--- config.mk ---
export PLATFORM = sky130hd
export DESIGN_NAME = mac_rtc_flat
export DESIGN_NICKNAME = d
export VERILOG_FILES = /design/src/rtl/mac_rtc_if.sv /design/src/rtl/mac_rtc.sv /design/src/flat_wrapper.sv
export SDC_FILE = /design/constraint.sdc
export NUM_CORES = 1
export LEC_CHECK = 0
export BUFFER_PORTS_ARGS = -buffer_cell sky130_fd_sc_hd__buf_4
export CAP_MARGIN = 20
export CORE_UTILIZATION = 67
export DETAILED_ROUTE_END_ITERATION = 10
export PLACE_DENSITY_LB_ADDON = 0.25
export SLEW_MARGIN = 20
export SYNTH_ARGS = -nofsm -noshare
export SYNTH_HDL_FRONTEND = slang
export SYNTH_SLANG_ARGS = --single-unit
--- constraint.sdc ---
create_clock -name clock -period 3.34 [get_ports clock]
set_input_delay 0.668 -clock clock [delete_from_list [all_inputs] [get_ports clock]]
set_output_delay 0.668 -clock clock [all_outputs]
set_load 0.005 [all_outputs]
--- src/rtl/mac_rtc_if.sv ---
// Serial RTC bus between the VIA port B pins and the clock chip.
// The master side is the VIA; the slave side is mac_rtc.
interface mac_rtc_if;
    logic rtc_ce_n;
    logic rtc_clk;
    logic rtc_data_i;
    logic rtc_data_o;
    logic rtc_data_t;

    modport master (
        output rtc_ce_n,
        output rtc_clk,
        output rtc_data_i,
        input  rtc_data_o,
        input  rtc_data_t
    );

    modport slave (
        input  rtc_ce_n,
        input  rtc_clk,
        input  rtc_data_i,
        output rtc_data_o,
        output rtc_data_t
    );
endinterface

--- src/rtl/mac_rtc.sv ---
// Macintosh-style real-time clock: 32-bit seconds counter, 20 bytes of PRAM, serial access.
// Define MAC_RTC_PRAM_INIT_EN to have reset load the PRAM defaults.
module mac_rtc (
    input  logic        clock,
    input  logic        reset,
    input  logic        sec_tick,
    input  logic        time_set,
    input  logic [31:0] time_in,
    mac_rtc_if.slave    rtc
);

    typedef enum logic [2:0] {StIdle, StCmd, StWdata, StRdata, StHold} state_e;

    state_e      state_q;
    logic        clk_q, clk_prev_q;
    logic [2:0]  bit_cnt_q;
    logic [7:0]  shift_q;
    logic [4:0]  addr_q;
    logic        commit_q;
    logic        wp_q;
    logic [31:0] seconds_q;
    logic        data_o_q, data_t_q;

`ifdef MAC_RTC_PRAM_INIT_EN
    logic [7:0]  pram_q [20];
`else
    logic [7:0]  pram_q [20] = '{default: 8'h00};
`endif

    logic       rise, fall, last_edge;
    logic [7:0] in_byte;
    logic [4:0] rd_addr;
    logic [7:0] rd_byte;
    logic       pram_we;

    // PRAM slots 0..15 hold bytes 0x00-0x0F, slots 16..19 hold bytes 0x10-0x13.
    function automatic logic [4:0] pram_index(input logic [4:0] a);
        return a[4] ? {1'b0, a[3:0]} : {3'b100, a[1:0]};
    endfunction

    function automatic logic is_pram(input logic [4:0] a);
        return a[4] || (a[4:2] == 3'b010);
    endfunction

    function automatic logic addr_valid(input logic [4:0] a);
        return is_pram(a) || (a[4:2] == 3'b000) || (a[4:1] == 4'b0011);
    endfunction

    assign rise      = clk_q & ~clk_prev_q;
    assign fall      = ~clk_q & clk_prev_q;
    assign last_edge = rise && (bit_cnt_q == 3'd7);
    assign in_byte   = {shift_q[6:0], rtc.rtc_data_i};

    // Byte a read command selects, decoded from the command as it completes.
    always_comb begin
        rd_addr = in_byte[6:2];
        rd_byte = 8'h00;
        if (is_pram(rd_addr)) begin
            rd_byte = pram_q[pram_index(rd_addr)];
        end else if (rd_addr[4:2] == 3'b000) begin
            rd_byte = seconds_q[{rd_addr[1:0], 3'b000} +: 8];
        end else if (rd_addr == 5'b00111) begin
            rd_byte = {wp_q, 7'b0000000};
        end
    end

    always_ff @(posedge clock) begin
        clk_q      <= rtc.rtc_clk;
        clk_prev_q <= clk_q;
        commit_q   <= 1'b0;
        if (reset) begin
            clk_q      <= 1'b1;
            clk_prev_q <= 1'b1;
            state_q    <= StIdle;
            bit_cnt_q  <= 3'd0;
            shift_q    <= 8'h00;
            addr_q     <= 5'd0;
            data_o_q   <= 1'b0;
            data_t_q   <= 1'b0;
        end else if (rtc.rtc_ce_n) begin
            state_q  <= StIdle;
            data_o_q <= 1'b0;
            data_t_q <= 1'b0;
        end else begin
            unique case (state_q)
                StIdle: begin
                    state_q   <= StCmd;
                    bit_cnt_q <= 3'd0;
                end
                StCmd: begin
                    if (rise) begin
                        shift_q   <= in_byte;
                        bit_cnt_q <= bit_cnt_q + 3'd1;
                        if (last_edge) begin
                            addr_q <= in_byte[6:2];
                            if (in_byte[1:0] != 2'b01 || !addr_valid(in_byte[6:2])) begin
                                state_q <= StHold;
                            end else if (in_byte[7]) begin
                                state_q  <= StRdata;
                                shift_q  <= rd_byte;
                                data_o_q <= rd_byte[7];
                                data_t_q <= 1'b1;
                            end else begin
                                state_q <= StWdata;
                            end
                        end
                    end
                end
                StWdata: begin
                    if (rise) begin
                        shift_q   <= in_byte;
                        bit_cnt_q <= bit_cnt_q + 3'd1;
                        // shift_q stays put in HOLD/IDLE, so it carries the byte into the commit.
                        if (last_edge) begin
                            commit_q <= 1'b1;
                            state_q  <= StHold;
                        end
                    end
                end
                StRdata: begin
                    if (fall) begin
                        shift_q  <= {shift_q[6:0], 1'b0};
                        data_o_q <= shift_q[6];
                    end
                    if (rise) begin
                        bit_cnt_q <= bit_cnt_q + 3'd1;
                        if (last_edge) begin
                            state_q  <= StHold;
                            data_o_q <= 1'b0;
                            data_t_q <= 1'b0;
                        end
                    end
                end
                StHold: ;
                default: state_q <= StIdle;
            endcase
        end
    end

    always_ff @(posedge clock) begin
        if (reset) begin
            seconds_q <= 32'h0000_0000;
            wp_q      <= 1'b1;
        end else begin
            if (time_set) begin
                seconds_q <= time_in;
            end else if (commit_q && !wp_q && addr_q[4:2] == 3'b000) begin
                seconds_q[{addr_q[1:0], 3'b000} +: 8] <= shift_q;
            end else if (sec_tick) begin
                seconds_q <= seconds_q + 32'd1;
            end
            if (commit_q && addr_q == 5'b00111) begin
                wp_q <= shift_q[7];
            end
        end
    end

    assign pram_we = commit_q && !wp_q && is_pram(addr_q) && !reset;

    always_ff @(posedge clock) begin
`ifdef MAC_RTC_PRAM_INIT_EN
        if (reset) begin
            for (int i = 0; i < 20; i++) begin
                pram_q[i] <= (i == 16) ? 8'hA8 : 8'h00;
            end
        end else
`endif
        if (pram_we) begin
            pram_q[pram_index(addr_q)] <= shift_q;
        end
    end

    assign rtc.rtc_data_o = data_o_q & data_t_q;
    assign rtc.rtc_data_t = data_t_q;

endmodule

--- src/flat_wrapper.sv ---
// flat-port wrapper written by rule: the top's interface ports become plain ports
module mac_rtc_flat 
  (clock, reset, sec_tick, time_set, time_in, rtc_rtc_ce_n, rtc_rtc_clk, rtc_rtc_data_i, rtc_rtc_data_o, rtc_rtc_data_t);
  mac_rtc_if rtc_i ();
  input  logic clock;
  input  logic reset;
  input  logic sec_tick;
  input  logic time_set;
  input  logic [31:0] time_in;
  input wire logic [$bits(rtc_i.rtc_ce_n)-1:0] rtc_rtc_ce_n;
  input wire logic [$bits(rtc_i.rtc_clk)-1:0] rtc_rtc_clk;
  input wire logic [$bits(rtc_i.rtc_data_i)-1:0] rtc_rtc_data_i;
  output wire logic [$bits(rtc_i.rtc_data_o)-1:0] rtc_rtc_data_o;
  output wire logic [$bits(rtc_i.rtc_data_t)-1:0] rtc_rtc_data_t;
  assign rtc_i.rtc_ce_n = rtc_rtc_ce_n;
  assign rtc_i.rtc_clk = rtc_rtc_clk;
  assign rtc_i.rtc_data_i = rtc_rtc_data_i;
  assign rtc_rtc_data_o = rtc_i.rtc_data_o;
  assign rtc_rtc_data_t = rtc_i.rtc_data_t;
  mac_rtc u_core (.clock(clock), .reset(reset), .sec_tick(sec_tick), .time_set(time_set), .time_in(time_in), .rtc(rtc_i));
endmodule
### After elaboration in Yosys (flattened, before gate mapping)

Memory sizes are Yosys's and may differ from the RTL's.
Cells that the tools add are included.

| operators by class | value |
|---|---|
| $add $sub $neg | 3 |
| equality and inequality tests | 22 |
| shift operators | 3 |
| muxes and demuxes | 43 |
| bitwise logic cells | 9 |
| reductions and logical operators | 31 |

Operators with widths:

| operator | number |
|---|---|
| 2-to-1 mux 32 bit | 3 |
| 2-to-1 mux 8 bit | 9 |
| adder 32 x 1 -> 32 bit (second input constant) | 1 |
| bitwise mux 32 bit | 1 |
| variable shift 8 x 7 -> 32 bit (first input constant) | 1 |
| indexed part select 32 x 6 -> 8 bit | 1 |
| indexed part select 8 x 7 -> 32 bit | 1 |
| case mux 8 bit (3 select lines) | 1 |
| != test 2 x 1 -> 1 bit (second input constant) | 11 |
| 2-to-1 mux 3 bit | 6 |
| 2-to-1 mux 1 bit | 17 |
| AND reduction 5 bit | 3 |
| equality test 3 x 2 -> 1 bit (second input constant) | 4 |
| case mux 3 bit (4 select lines) | 1 |
| equality test 5 x 3 -> 1 bit (second input constant) | 2 |
| 2-to-1 mux 5 bit | 2 |
| zero test 3 bit | 3 |
| negation 5 -> 7 bit | 1 |
| AND reduction 7 bit | 1 |
| equality test 3 bit (second input constant) | 2 |
| logical AND 1 bit | 6 |
| inverter 1 bit | 6 |
| case mux 3 bit (2 select lines) | 1 |
| nonzero test 3 bit | 2 |
| 14 further kinds | 25 |

| word-level totals | value |
|---|---|
| flip-flop bits (word level) | 57 |
| memory bits (writable) | 160 |
| bits of input ports | 39 |
| output and inout port bits | 2 |
| word-level logic and storage cells | 123 |
| memories | 1 |

Memories:

| name | depth | width | read ports | clocked after Yosys merged registers in | wr ports | RTL line | text |
|---|---|---|---|---|---|---|---|
| u_core.pram_q | 20 | 8 | 1 | 0 | 1 | mac_rtc.sv:27 | `logic [7:0] pram_q [20] = '{default: 8'h00};` |

### Depth between registers and ports, before layout

Gate-level depths: netlist (run 1).

| depth | value |
|---|---|
| depth after elaboration | 10 |
| depth in mapped cells | 9 |
| mapped depth without buffers | 7 |

### Least setup slack after synthesis (run 1)

Ideal clock, no wire load.

| timing | value |
|---|---|
| kind | input-to-reg |
| start | in reset |
| end | mem u_core.pram_q[12][0], enable pin |
| library setup time | 0.370 ns |
| data arrival time | 1.919 ns |
| data required time | 2.970 ns |
| path slack | 1.051 ns |
| cell stages on the path | 4 |
| path buffers | 1 |
| cell sequence | clkbuf_1 > nor4b_1 > nand2_1 > nor2_1 |

| between the ends | value |
|---|---|
| cells in the longest elaborated chain, start to end | 4 |

Ends and longest elaborated chain:

| item | RTL line | text |
|---|---|---|
| start: declaration | flat_wrapper.sv:6 | `input logic reset;` |
| zero test 1 bit | mac_rtc.sv:158 | `assign pram_we = commit_q && !wp_q && is_pram(addr_q) && !reset;` |
| logical AND 1 bit | mac_rtc.sv:158 |  |
| 2-to-1 mux 1 bit | mac_rtc.sv:168 | `if (pram_we) begin` |
| 2-to-1 mux 1 bit (not written as such) | mac_rtc.sv:169 | `pram_q[pram_index(addr_q)] <= shift_q;` |
| end: declaration | mac_rtc.sv:27 |  |

Every way passes these cells.

### Worst setup path after layout (run 1)

| timing | value |
|---|---|
| start | reg u_core.addr_q[4] |
| end | mem u_core.pram_q[11][6], enable pin |

| between the ends | value |
|---|---|
| cells in the longest elaborated chain, start to end | 6 |
| elaborated cells on any way between the ends | 7 |
| those cells by class | 1 x eq/ne; 3 x mux; 3 x reduce/logical |

Ends and longest elaborated chain:

| item | RTL line | text |
|---|---|---|
| start: declaration | mac_rtc.sv:18 | `logic [4:0] addr_q;` |
| start signal: assignment | mac_rtc.sv:95 | `addr_q <= in_byte[6:2];` |
| equality test 3 x 2 -> 1 bit | mac_rtc.sv:42 | `return a[4] \|\| (a[4:2] == 3'b010);` |
| logical OR 1 bit | mac_rtc.sv:42 |  |
| logical AND 1 bit (2 in series) | mac_rtc.sv:158 |  |
| 2-to-1 mux 1 bit | mac_rtc.sv:168 |  |
| 2-to-1 mux 1 bit (not written as such) | mac_rtc.sv:169 |  |

Several ways; a longest one is shown, not always the timed one.

==> impl_results.md, run 1 <==
- Sum Neg Setup Slack: 0 ps
- Die W: ~130 microns
- Register area share after synthesis: 56.21%
- Drt wl/cell: approximately 27 microns
- Post-cts gate resize count: 0
- Synth area leader: edfxtp_1
- Post-synth net total: between 800 and 900
- DP HPWL: 18.13 mm
- Min Tclk post-route: about 2800 ps
- Root buffer cell: clkbuf_16
- GRT Total Usage: a little under two fifths
- Share of the synthesized area in the top cell type: between 40% and 50%
- RSZ-0062 raised after global routing: false
- R2r setup slk: a little over 500 ps
- Fin crit share: 84.75%
- Vias: ~7,900
- Pre-CTS setup slack: about 540 ps
- Critical path peak fanout: 13
- Clock-pin slew on the worst setup and hold paths: roughly 60 ps
- Hold-fix buffer count after cts: 0
- Outcome: finished clean
- Crit end category: flop
- Synth Flop Type: edfxtp_1
- Max-cap violations: 0
- Non-Filler Instances: 1,097
- Clk_lat worst skew: between 500 and 600 ps
- Layout net count: roughly 900
- Die area: around 16,000 sq um
- Post-CTS Setup Bufs: 0
- Startpoint Class: flop
- Syn avg cell area: ~13 sq um
- Slew @ Worst Pin: 956.4 ps
- DR vias/cell: 7.230
- Die Span Y: between 100 and 150 microns
- Vias in the first global route: roughly 7,500
- Ranking of synthesized cells by area: edfxtp_1 45%, dfxtp_1 11%, mux4_2 8.7%
- Core ar.: ~15,000 sq um
- CP Data Required Time: around 3500 ps
- HP Class: primary input to flop
- Layout cells sized above 1: between 10% and 20%
- Design Power: between 5 and 6 mW
- Post-Place Cells: between 1,000 and 1,500
- Post-synth EDFFs: 160
- Synth warn: 0
- Largest net degree at the start of global routing: 56
- PD cells: between 400 and 500 nW/um^2
- Num ports: just over 40
- Port bufs: 40
- Crit path DAT: around 3000 ps
- Gp weighted congestion: ~0.99
- Worst setup margin: 509.5 ps
- Final Max Tran Viols: 0
- Relative slew slack: 35.70%
- Htree depth: 1
- # setup viols final: 0
- Maximum clock rate: about 350 MHz
- Clock skew: around 16 ps
- Core Rows: between 40 and 50
- Clk buf depth: 3
- Area delta synth->final: 11.60%
- Final ANT Viol Nets: 0
- Mapped Area: between 10,000 and 15,000 sq um
- First-pass GRT wire length: 45.29 mm
- Post-Route WL: roughly 30 mm
- Cells after Synth: between 800 and 900
- Leakage: between 3 and 4 nW
- Starting density of the core: between 60 and 70%
- Cell variety after synth: 79
- Worst hold path cell count: 2
- Clk sinks: roughly 220
- GRT overflow: 0
- Synth async-reset ratio: 0%
- DRT Pass-1 Iters: 8
- Flops & latches, synth: 217
- # DRC: 0
- Final hold vios: 0
- Worst IR drop on VDD: between 0.6 and 0.7 mV
- Worst reg-to-reg path cell count: 4
- Initial antenna violation count: 0
- Ant diodes: 0
- WS Path Type: flop to flop
- Iter 0 DRT Violations: roughly 1,200
- Num CTS Buffers: 22
- CTS tree: done
[cells by family after synthesis]
group | share of synthesized area [%]
buffers and inverters | 3.348
and+or+nand+nor | 13.63
DFF | 56.21
adders and majority gates | 1.183
AOI/OAI and AO/OA | 11.90
xor gates and xnor gates | 0.9937
muxes | 12.74
[final cells by class]
class | instances | area [sq um]
timing repair buffer | 62 | 478.0
clock inverter | 18 | 222.7
clock buffer | 22 | 550.5
tap | 211 | 264.0
inverter | 14 | 52.55
sequential | 217 | 5954
multi-input combinational | 553 | 4283
fill | 899 | 3510
[cell usage in the layout (no fill, tap or decap), types with 4 or more instances in the layout]
master / Yosys / final
o22ai_1: 4 / 4
nor2_1: 65 / 65
a22oi_1: 8 / 8
a31oi_1: 5 / 5
a221oi_1: 7 / 7
a211oi_1: 19 / 19
a311oi_1: 10 / 10
mux2i_1: 39 / 39
nor4_1: 9 / 9
nor3_1: 11 / 11
nand4_1: 21 / 21
clkbuf_16: 0 / 22
clkinv_2: 0 / 5
and3_1: 12 / 12
a21oi_1: 40 / 40
ha_1: 10 / 10
mux4_2: 41 / 41
a211o_1: 6 / 6
and4_1: 5 / 5
nor4b_1: 6 / 6
buf_4: 7 / 61
edfxtp_1: 160 / 160
nor2b_1: 8 / 8
nand2b_1: 11 / 11
or2_2: 5 / 5
o211ai_1: 7 / 7
bufinv_16: 0 / 4
nand3_1: 28 / 28
o21ai_0: 28 / 28
nand3b_1: 4 / 4
and2_1: 5 / 5
clkinv_1: 1 / 5
inv_1: 13 / 13
dfxtp_1: 57 / 54
nand2_1: 59 / 59
xor2_1: 9 / 9
[registers in the layout, indices dropped and copies added (netlist names)]
signal,count
u_core.addr_q,5
u_core.bit_cnt_q,3
u_core.clk_prev_q,1
u_core.clk_q,1
u_core.commit_q,1
u_core.data_o_q,1
u_core.pram_q,160
u_core.rtc.rtc_data_t,1
u_core.seconds_q,32
u_core.shift_q,8
u_core.state_q,3
u_core.wp_q,1
[synthesized netlist by cell type, types with 12 or more instances]
| library cell | instances |
|---|---|
| dfxtp_1 | 57 |
| a211oi_1 | 19 |
| o21ai_0 | 28 |
| inv_1 | 13 |
| mux4_2 | 41 |
| a21oi_1 | 40 |
| nand3_1 | 28 |
| buf_2 | 16 |
| clkbuf_1 | 25 |
| mux2i_1 | 39 |
| nor2_1 | 65 |
| edfxtp_1 | 160 |
| nand2_1 | 59 |
| and3_1 | 12 |
| nand4_1 | 21 |
[metrics by stage]
step | util (%) | hold slack [ps] | area, sq um
CTS | 77.05 | 325.4 | 11800
global route | 77.08 | 330.1 | 11810
floorplan | - | 458.5 | 10580
finish | 77.08 | 331.8 | 11810
global placement | 72.00 | 471.9 | 11030
detailed placement | 72.00 | 476.1 | 11030
[power breakdown]
group	internal (mW)	switching, mW	leakage (nW)
clock network	1.53	1.10	0.373
logic	0.111	0.125	1.53
registers	2.89	0.0653	1.85
[worst max-delay path, stage by stage, from the launching register on]
cell and delay [ps]:
dfxtp_1 640, a21oi_1 110, nor4b_1 600, nand2_1 440, nor2_1 680
[per-layer routing]
| layer | vias to the layer above | GRT usage (%) | routed length [microns] |
|---|---|---|---|
| met3 | 133 | 6.928 | 3256 |
| met5 | - | 0 | 0 |
| li1 | 3373 | - | - |
| met4 | 0 | 18.96 | 1725 |
| met1 | 3794 | 49.94 | 10890 |
| met2 | 631 | 61.23 | 14000 |
[final timing paths]
kind	startpoint	to
setup / recovery	u_core.addr_q[4]	u_core.pram_q[11][6]
hold / removal	rtc_rtc_clk	u_core.clk_q
setup reg to reg	u_core.addr_q[4]	u_core.pram_q[11][6]
hold reg to reg	u_core.rtc.rtc_data_t	u_core.rtc.rtc_data_t
No activity file was read; power rests on OpenSTA's default activity.
==> run 2: changes to the inputs <==
--- a/config.mk
+++ b/config.mk
@@ -7,7 +7,7 @@
 export LEC_CHECK = 0
 export BUFFER_PORTS_ARGS = -buffer_cell sky130_fd_sc_hd__buf_4
 export CAP_MARGIN = 20
-export CORE_UTILIZATION = 67
+export CORE_UTILIZATION = 56
 export DETAILED_ROUTE_END_ITERATION = 10
 export PLACE_DENSITY_LB_ADDON = 0.25
 export SLEW_MARGIN = 20
==> constraint.sdc (replaced) <==
create_clock -name clock -period 2.6 [get_ports clock]
set_input_delay 0.52 -clock clock [delete_from_list [all_inputs] [get_ports clock]]
set_output_delay 0.52 -clock clock [all_outputs]
set_load 0.005 [all_outputs]
==> run 2 against run 1 <==
  * Final cell count rose by 5.5%
  * Power increased by 24%
  * First-iteration DRC count shrank 35%
  * Die area is 19% higher
  * Routed wire length down 4.2%
  * Sequential cell count did not move
  * Critical path depth grew 2
  * Worst hold slack got worse by 150 ps
  * Clock skew shrank 3.4 ps
  * Critical path type unchanged
  * Largest cell class unchanged
  * Largest power group unchanged
  * Highest routed layer unchanged
==> impl_results.md, run 2 (synthesis results as in run 1) <==
- Outcome: finished clean
- Clock skew: 12.14 ps (-3.379 ps)
- Gp weighted congestion: 0.9494 (-4.2%)
- Layout net count: 963 (+4.8%)
- DRT Pass-1 Iters: 5 (-3)
- Vias: 7,692 (-3.0%)
- Global Route met2 Usage: 50.49% (-11 points)
- Initial antenna violation count: 0 (unchanged)
- Fin crit share: 92.45% (+7.7 points)
- Clk buf depth: 3 (unchanged)
- Worst IR drop on VDD: 0.6816 mV (+0.56%)
- RSZ-0062 raised after global routing: false
- Die area: 19,440 sq um (+19%)
- Slew @ Worst Pin: 758.2 ps (-198.1 ps)
- Drt wl/cell: 24.74 microns (-9.2%)
- CP Data Required Time: 3010 ps (-480 ps)
- Die W: 139.4 microns (+9.2%)
- Largest register by flop count: u_core.pram_q
- # DRC: 0 (unchanged)
- Leakage: 3.958 nW (+5.3%)
- Iter 0 DRT Violations: 809 (-35%)
- Clk sinks: 217 (unchanged)
- CTS tree: done
- Design Power: 7.241 mW (+24%)
- Fillers: 1,338 (+49%)
- Multi-input gate area: 4278 sq um (-0.12%)
- PD cells: 598.3 nW/um^2 (+21%)
- Ant diodes: 0 (unchanged)
- Clock-pin slew on the worst setup and hold paths: 60 ps (about the same)
- Worst setup margin: 196.2 ps (-313.3 ps)
- Register area: 5954 sq um (unchanged)
- Min Tclk post-route: 2404 ps (-426.7 ps)
- Root buffer cell: clkbuf_16
- First-pass GRT wire length: 44.36 mm (-2.1%)
- DP HPWL: 18.88 mm (+4.1%)
- Crit end category: flop
- GRT overflow: 0 (unchanged)
- Met1 GRT Util: 37.44% (-13 points)
- Vias in the first global route: 7,826 (+4.7%)
- Largest net degree at the start of global routing: 48 (-14%)
- DR vias/cell: 6.648 (-8.0%)
- Port bufs: 40 (unchanged)
- Commonest cells after routing, fill and taps aside: 160 x edfxtp_1, 102 x buf_4, 65 x nor2_1
- Post-CTS Setup Bufs: 0 (unchanged)
- Core ar.: 18,210 sq um (+19%)
- Final Max Tran Viols: 0 (unchanged)
- Area delta synth->final: 14.42%
- Maximum clock rate: 416.0 MHz (+18%)
- Starting density of the core: 58.09% (-11 points)
- Final hold vios: 0 (unchanged)
- Pre-CTS setup slack: 229.4 ps (-308.9 ps)
- Post-cts gate resize count: 0 (unchanged)
- GRT busiest layer: met2
- Top flop regs: u_core.pram_q (160), u_core.seconds_q (32), u_core.shift_q (8)
- Most common cell after layout, fill and taps aside: edfxtp_1
- Clk_lat worst skew: 540 ps (about the same)
- Final ANT Viol Nets: 0 (unchanged)
- GRT Total Usage: 30.17% (-7.7 points)
- Crit path DAT: 2810 ps (-170 ps)
- # setup viols final: 0 (unchanged)
- Layout cells sized above 1: 21.66% (+3.4 points)
- Max-cap violations: 0 (unchanged)
- Hold-fix buffer count after cts: 0 (unchanged)
- WS Path Type: flop to flop
- Grt met3 use: 4.921% (-2.0 points)
- Relative slew slack: 49.15% (+13 points)
- Htree depth: 1 (unchanged)
- Core Rows: 49 (+8.9%)
- Startpoint Class: flop
- Critical path peak fanout: 8 (-5)
- Num CTS Buffers: 24 (+9.1%)
- Sum Neg Setup Slack: 0 ps (unchanged)
- Post-route core utilization: 66.47% (-11 points)
- Num ports: 41 (unchanged)
- Post-Route WL: 28.62 mm (-4.2%)
- HP Class: primary input to flop
- Die Span Y: 139.4 microns (+9.2%)
- Largest register FFs: 160 (unchanged)
-- run 2: changes by cell type in the layout (fill, tap and decap cells not counted), moves of 2 or more --
| cell | delta |
|---|---|
| clkinv_2 | -3 |
| inv_6 | +2 |
| bufinv_16 | -4 |
| buf_4 | +41 |
| clkbuf_16 | +2 |
-- run 2: final cells by class --
class                      count  share of cell area (%)
clock inverter                15                   1.003
tap                          229                   2.367
clock buffer                  25                   4.993
sequential                   217                   49.20
multi-input combinational    553                   35.35
inverter                      14                  0.4342
timing repair buffer         104                   6.658
-- run 2: final timing paths --
path                                       startpoint                     to  slack [ps]  cells past startpoint
worst min register to register  u_core.rtc.rtc_data_t  u_core.rtc.rtc_data_t         500                      2
worst max-delay path                 u_core.addr_q[1]   u_core.seconds_q[25]         200                      6
worst max register to register       u_core.addr_q[1]   u_core.seconds_q[25]         200                      6
worst min-delay path                      rtc_rtc_clk           u_core.clk_q         180                      2
-- run 2: through the flow --
stage / instances / area, sq um / hold slack, ps
after floorplan: 840 / 10580 / 458.5
after global placement: 1117 / 11380 / 481.8
after detailed placement: 1117 / 11380 / 485.4
after CTS: 1157 / 12100 / 171.6
after global routing: 1157 / 12100 / 173.6
final: 1157 / 12100 / 182.5
-- run 2: critical path, stage by stage (launching register included) --
cell and delay, ps:
dfxtp_1 440, inv_1 110, ha_1 320, or4bb_1 580, nor3_2 320, a2111oi_0 180, nor4_1 340
-- run 2: routing by layer --
layer,part of all wire [%],up-vias,wire (microns)
li1,-,3458,-
met1,39,3778,11300
met2,48,353,13780
met3,6.6,103,1896
met4,5.8,0,1646
met5,0,-,0
-- run 2: report_power, final --
group / internal, mW / leakage [nW] / total (mW) / switching, mW
registers: 3.71 / 1.85 / 3.79 / 0.0783
logic: 0.149 / 1.75 / 0.319 / 0.170
clock network: 1.71 / 0.352 / 3.14 / 1.42
total: 5.57 / 3.96 / 7.24 / 1.67
==> run 3: changes to the inputs <==
--- a/config.mk
+++ b/config.mk
@@ -9,6 +9,7 @@
 export CAP_MARGIN = 20
 export CORE_UTILIZATION = 56
 export DETAILED_ROUTE_END_ITERATION = 10
+export MAX_ROUTING_LAYER = met4
 export PLACE_DENSITY_LB_ADDON = 0.25
 export SLEW_MARGIN = 20
 export SYNTH_ARGS = -nofsm -noshare
==> run 3 against run 2 <==
  * Count of clock-buffer cells in the layout grew 1
  * Non-clock buffer count shrank 2
  * Sequential share of layout area grew 0.097 points
  * Register-to-register slack gained 20 ps
  * Final area shrank 0.20%
  * Final cell count shrank 0.26%
  * Combinational power grew 1%
  * Critical path type unchanged
  * Clock skew grew 1.3 ps
  * Fmax grew 0.92%
==> impl_results.md, run 3 (synthesis results as in run 1) <==
- Outcome: finished clean
- Final Cell Area: 12,080 sq um (-0.20%)
- DRT Pass-1 Iters: 7 (+2)
- Slowest cell delay on critical path: 630 ps (+50 ps)
- Top flop regs: u_core.pram_q (160), u_core.seconds_q (32), u_core.shift_q (8)
- GRT Total Usage: 30.99% (+0.82 points)
- Clock-pin slew on the worst setup and hold paths: 60 ps (about the same)
- RSZ-0062 raised after global routing: false
- Non-Filler Instances: 1,154 (-0.26%)
- Maximum clock rate: 419.8 MHz (+0.92%)
- WS Path Type: flop to flop
- Htree depth: 1 (unchanged)
- Clock skew: 13.45 ps (+1.305 ps)
- Worst hold path cell count: 2 (unchanged)
- Sum Neg Setup Slack: 0 ps (unchanged)
- Layout net count: 960 (-0.31%)
- Vias: 7,738 (+0.60%)
- Largest register by flop count: u_core.pram_q
- Clk buf depth: 3 (unchanged)
- CP max stage cell: or4b_1
- Largest register FFs: 160 (unchanged)
- Post-CTS Setup Bufs: 0 (unchanged)
- Gp weighted congestion: 0.9517 (+0.24%)
- Critical path peak fanout: 9 (+1)
- Num CTS Buffers: 23 (-4.2%)
- First-pass GRT wire length: 44.08 mm (-0.64%)
- Hold-fix buffer count after cts: 0 (unchanged)
- DP HPWL: 18.87 mm (about the same)
- Port bufs: 40 (unchanged)
- CP Data Required Time: 2970 ps (-40 ps)
- Die area: 19,440 sq um (unchanged)
- Fin crit share: 91.61% (-0.84 points)
- Post-Place Cells: 1,115 (-0.18%)
- CP cell instances: or4b_1, buf_4, o21ai_0, buf_4, a21oi_1, o21ai_0, a21oi_1
- # setup viols final: 0 (unchanged)
- Drt wl/cell: 24.93 microns (+0.79%)
- Layout cells sized above 1: 21.19% (-0.47 points)
- Die Span Y: 139.4 microns (unchanged)
- Worst Hold Path EP: u_core.clk_q
- R2r startpoint: u_core.addr_q[3]
- Final hold vios: 0 (unchanged)
- Initial antenna violation count: 0 (unchanged)
- Post-route core utilization: 66.34% (-0.13 points)
- Relative slew slack: 51.18% (+2.0 points)
- Final ANT Viol Nets: 0 (unchanged)
- Startpoint Class: flop
- Worst reg-to-reg path cell count: 7 (+1)
- Core Rows: 49 (unchanged)
- Placed cell areas: 11,360 sq um (-0.13%)
- R2r setup slk: 220 ps (+20 ps)
- PD cells: 601.2 nW/um^2 (+0.48%)
- Max-cap violations: 0 (unchanged)
- Fillers: 1,342 (+0.30%)
- Die W: 139.4 microns (unchanged)
- Leakage: 3.940 nW (-0.46%)
- HP Class: primary input to flop
- Starting density of the core: 58.09% (unchanged)
- Root buffer cell: clkbuf_16
- Iter 0 DRT Violations: 801 (-0.99%)
- Num ports: 41 (unchanged)
- Crit end category: flop
- GRT overflow: 0 (unchanged)
- Number of cells on the critical path: 7 (+1)
- Most common cell after layout, fill and taps aside: edfxtp_1
- Area delta synth->final: 14.19%
- Core ar.: 18,210 sq um (unchanged)
- Delay-heaviest family, CP: compound AO/OA/AOI/OAI gates
- Largest net degree at the start of global routing: 43 (-10%)
- Commonest cells after routing, fill and taps aside: 160 x edfxtp_1, 100 x buf_4, 65 x nor2_1
- CTS tree: done
- Ant diodes: 0 (unchanged)
- Vias in the first global route: 7,549 (-3.5%)
- # DRC: 0 (unchanged)
- CP bufs+invs: 2 (+1)
- DR vias/cell: 6.705 (+0.86%)
- Clk sinks: 217 (unchanged)
- Crit path DAT: 2760 ps (-50 ps)
- Worst IR drop on VDD: 0.5615 mV (-18%)
- Post-cts gate resize count: 0 (unchanged)
- Slew @ Worst Pin: 722.1 ps (-36.11 ps)
- Min Tclk post-route: 2382 ps (-21.86 ps)
- Post-Route WL: 28.77 mm (+0.53%)
- Reg2reg end: u_core.seconds_q[18]
- Final Max Tran Viols: 0 (unchanged)
- Hold path startpoint: rtc_rtc_clk
- Clk_lat worst skew: 510 ps (-30 ps)
run 3: cell count changes in the layout (fill, tap and decap cells not counted), sizes merged:
cell and change:
clkinv -3, bufinv +2, inv -1, buf -2, clkbuf +1
run 3: area by class of cell:
| class | count | area [sq um] | area share (%) |
|---|---|---|---|
| tap | 229 | 286.5 | 2.372 |
| sequential | 217 | 5954 | 49.30 |
| timing repair buffer | 102 | 790.8 | 6.546 |
| inverter | 14 | 52.55 | 0.4351 |
| clock buffer | 26 | 586.8 | 4.858 |
| multi-input combinational | 553 | 4278 | 35.42 |
| clock inverter | 13 | 130.1 | 1.077 |
run 3: worst max-delay path by stage:
stage / from / endpoint / slack (ps)
6_report: u_core.addr_q[3] / u_core.seconds_q[18] / 220
5_1_grt: u_core.addr_q[1] / u_core.seconds_q[24] / 130
4_1_cts: u_core.addr_q[3] / u_core.seconds_q[18] / 250
3_5_place_dp: u_core.addr_q[3] / u_core.seconds_q[18] / 250
3_3_place_gp: u_core.addr_q[3] / u_core.seconds_q[18] / 260
2_1_floorplan: u_core.shift_q[1] / u_core.shift_q[1] / 330
run 3: where the power goes:
part           leakage [nW]  total (mW)  internal, mW  switching (mW)
clock network         0.345        3.15          1.82            1.33
logic                  1.74       0.323         0.150           0.174
registers              1.85        3.79          3.71          0.0774
total                  3.94        7.26          5.68            1.58
run 3: worst reg2reg max path, stage by stage (launching register included):
cell	delay (ps)
dfxtp_1	430
or4b_1	630
buf_4	240
o21ai_0	440
buf_4	230
a21oi_1	40
o21ai_0	170
a21oi_1	80
run 3: layer usage:
layer	up-vias	GRT usage [%]	routed length, microns
li1	3461	-	-
met1	3828	38.19	11330
met2	388	53.21	14600
met3	61	3.613	2000
met4	0	10.47	845
met5	-	-	0
run 3: through the flow:
stage | setup WS, ps | power [mW] | hold slack, ps
final | 218.1 | 7.262 | 201.3
after global routing | 125.4 | 7.478 | 184.8
after CTS | 250.9 | 7.324 | 181.0
after detailed placement | 251.8 | 4.170 | 485.0
after global placement | 262.0 | 4.160 | 476.9
after floorplan | 329.3 | 4.030 | 458.5
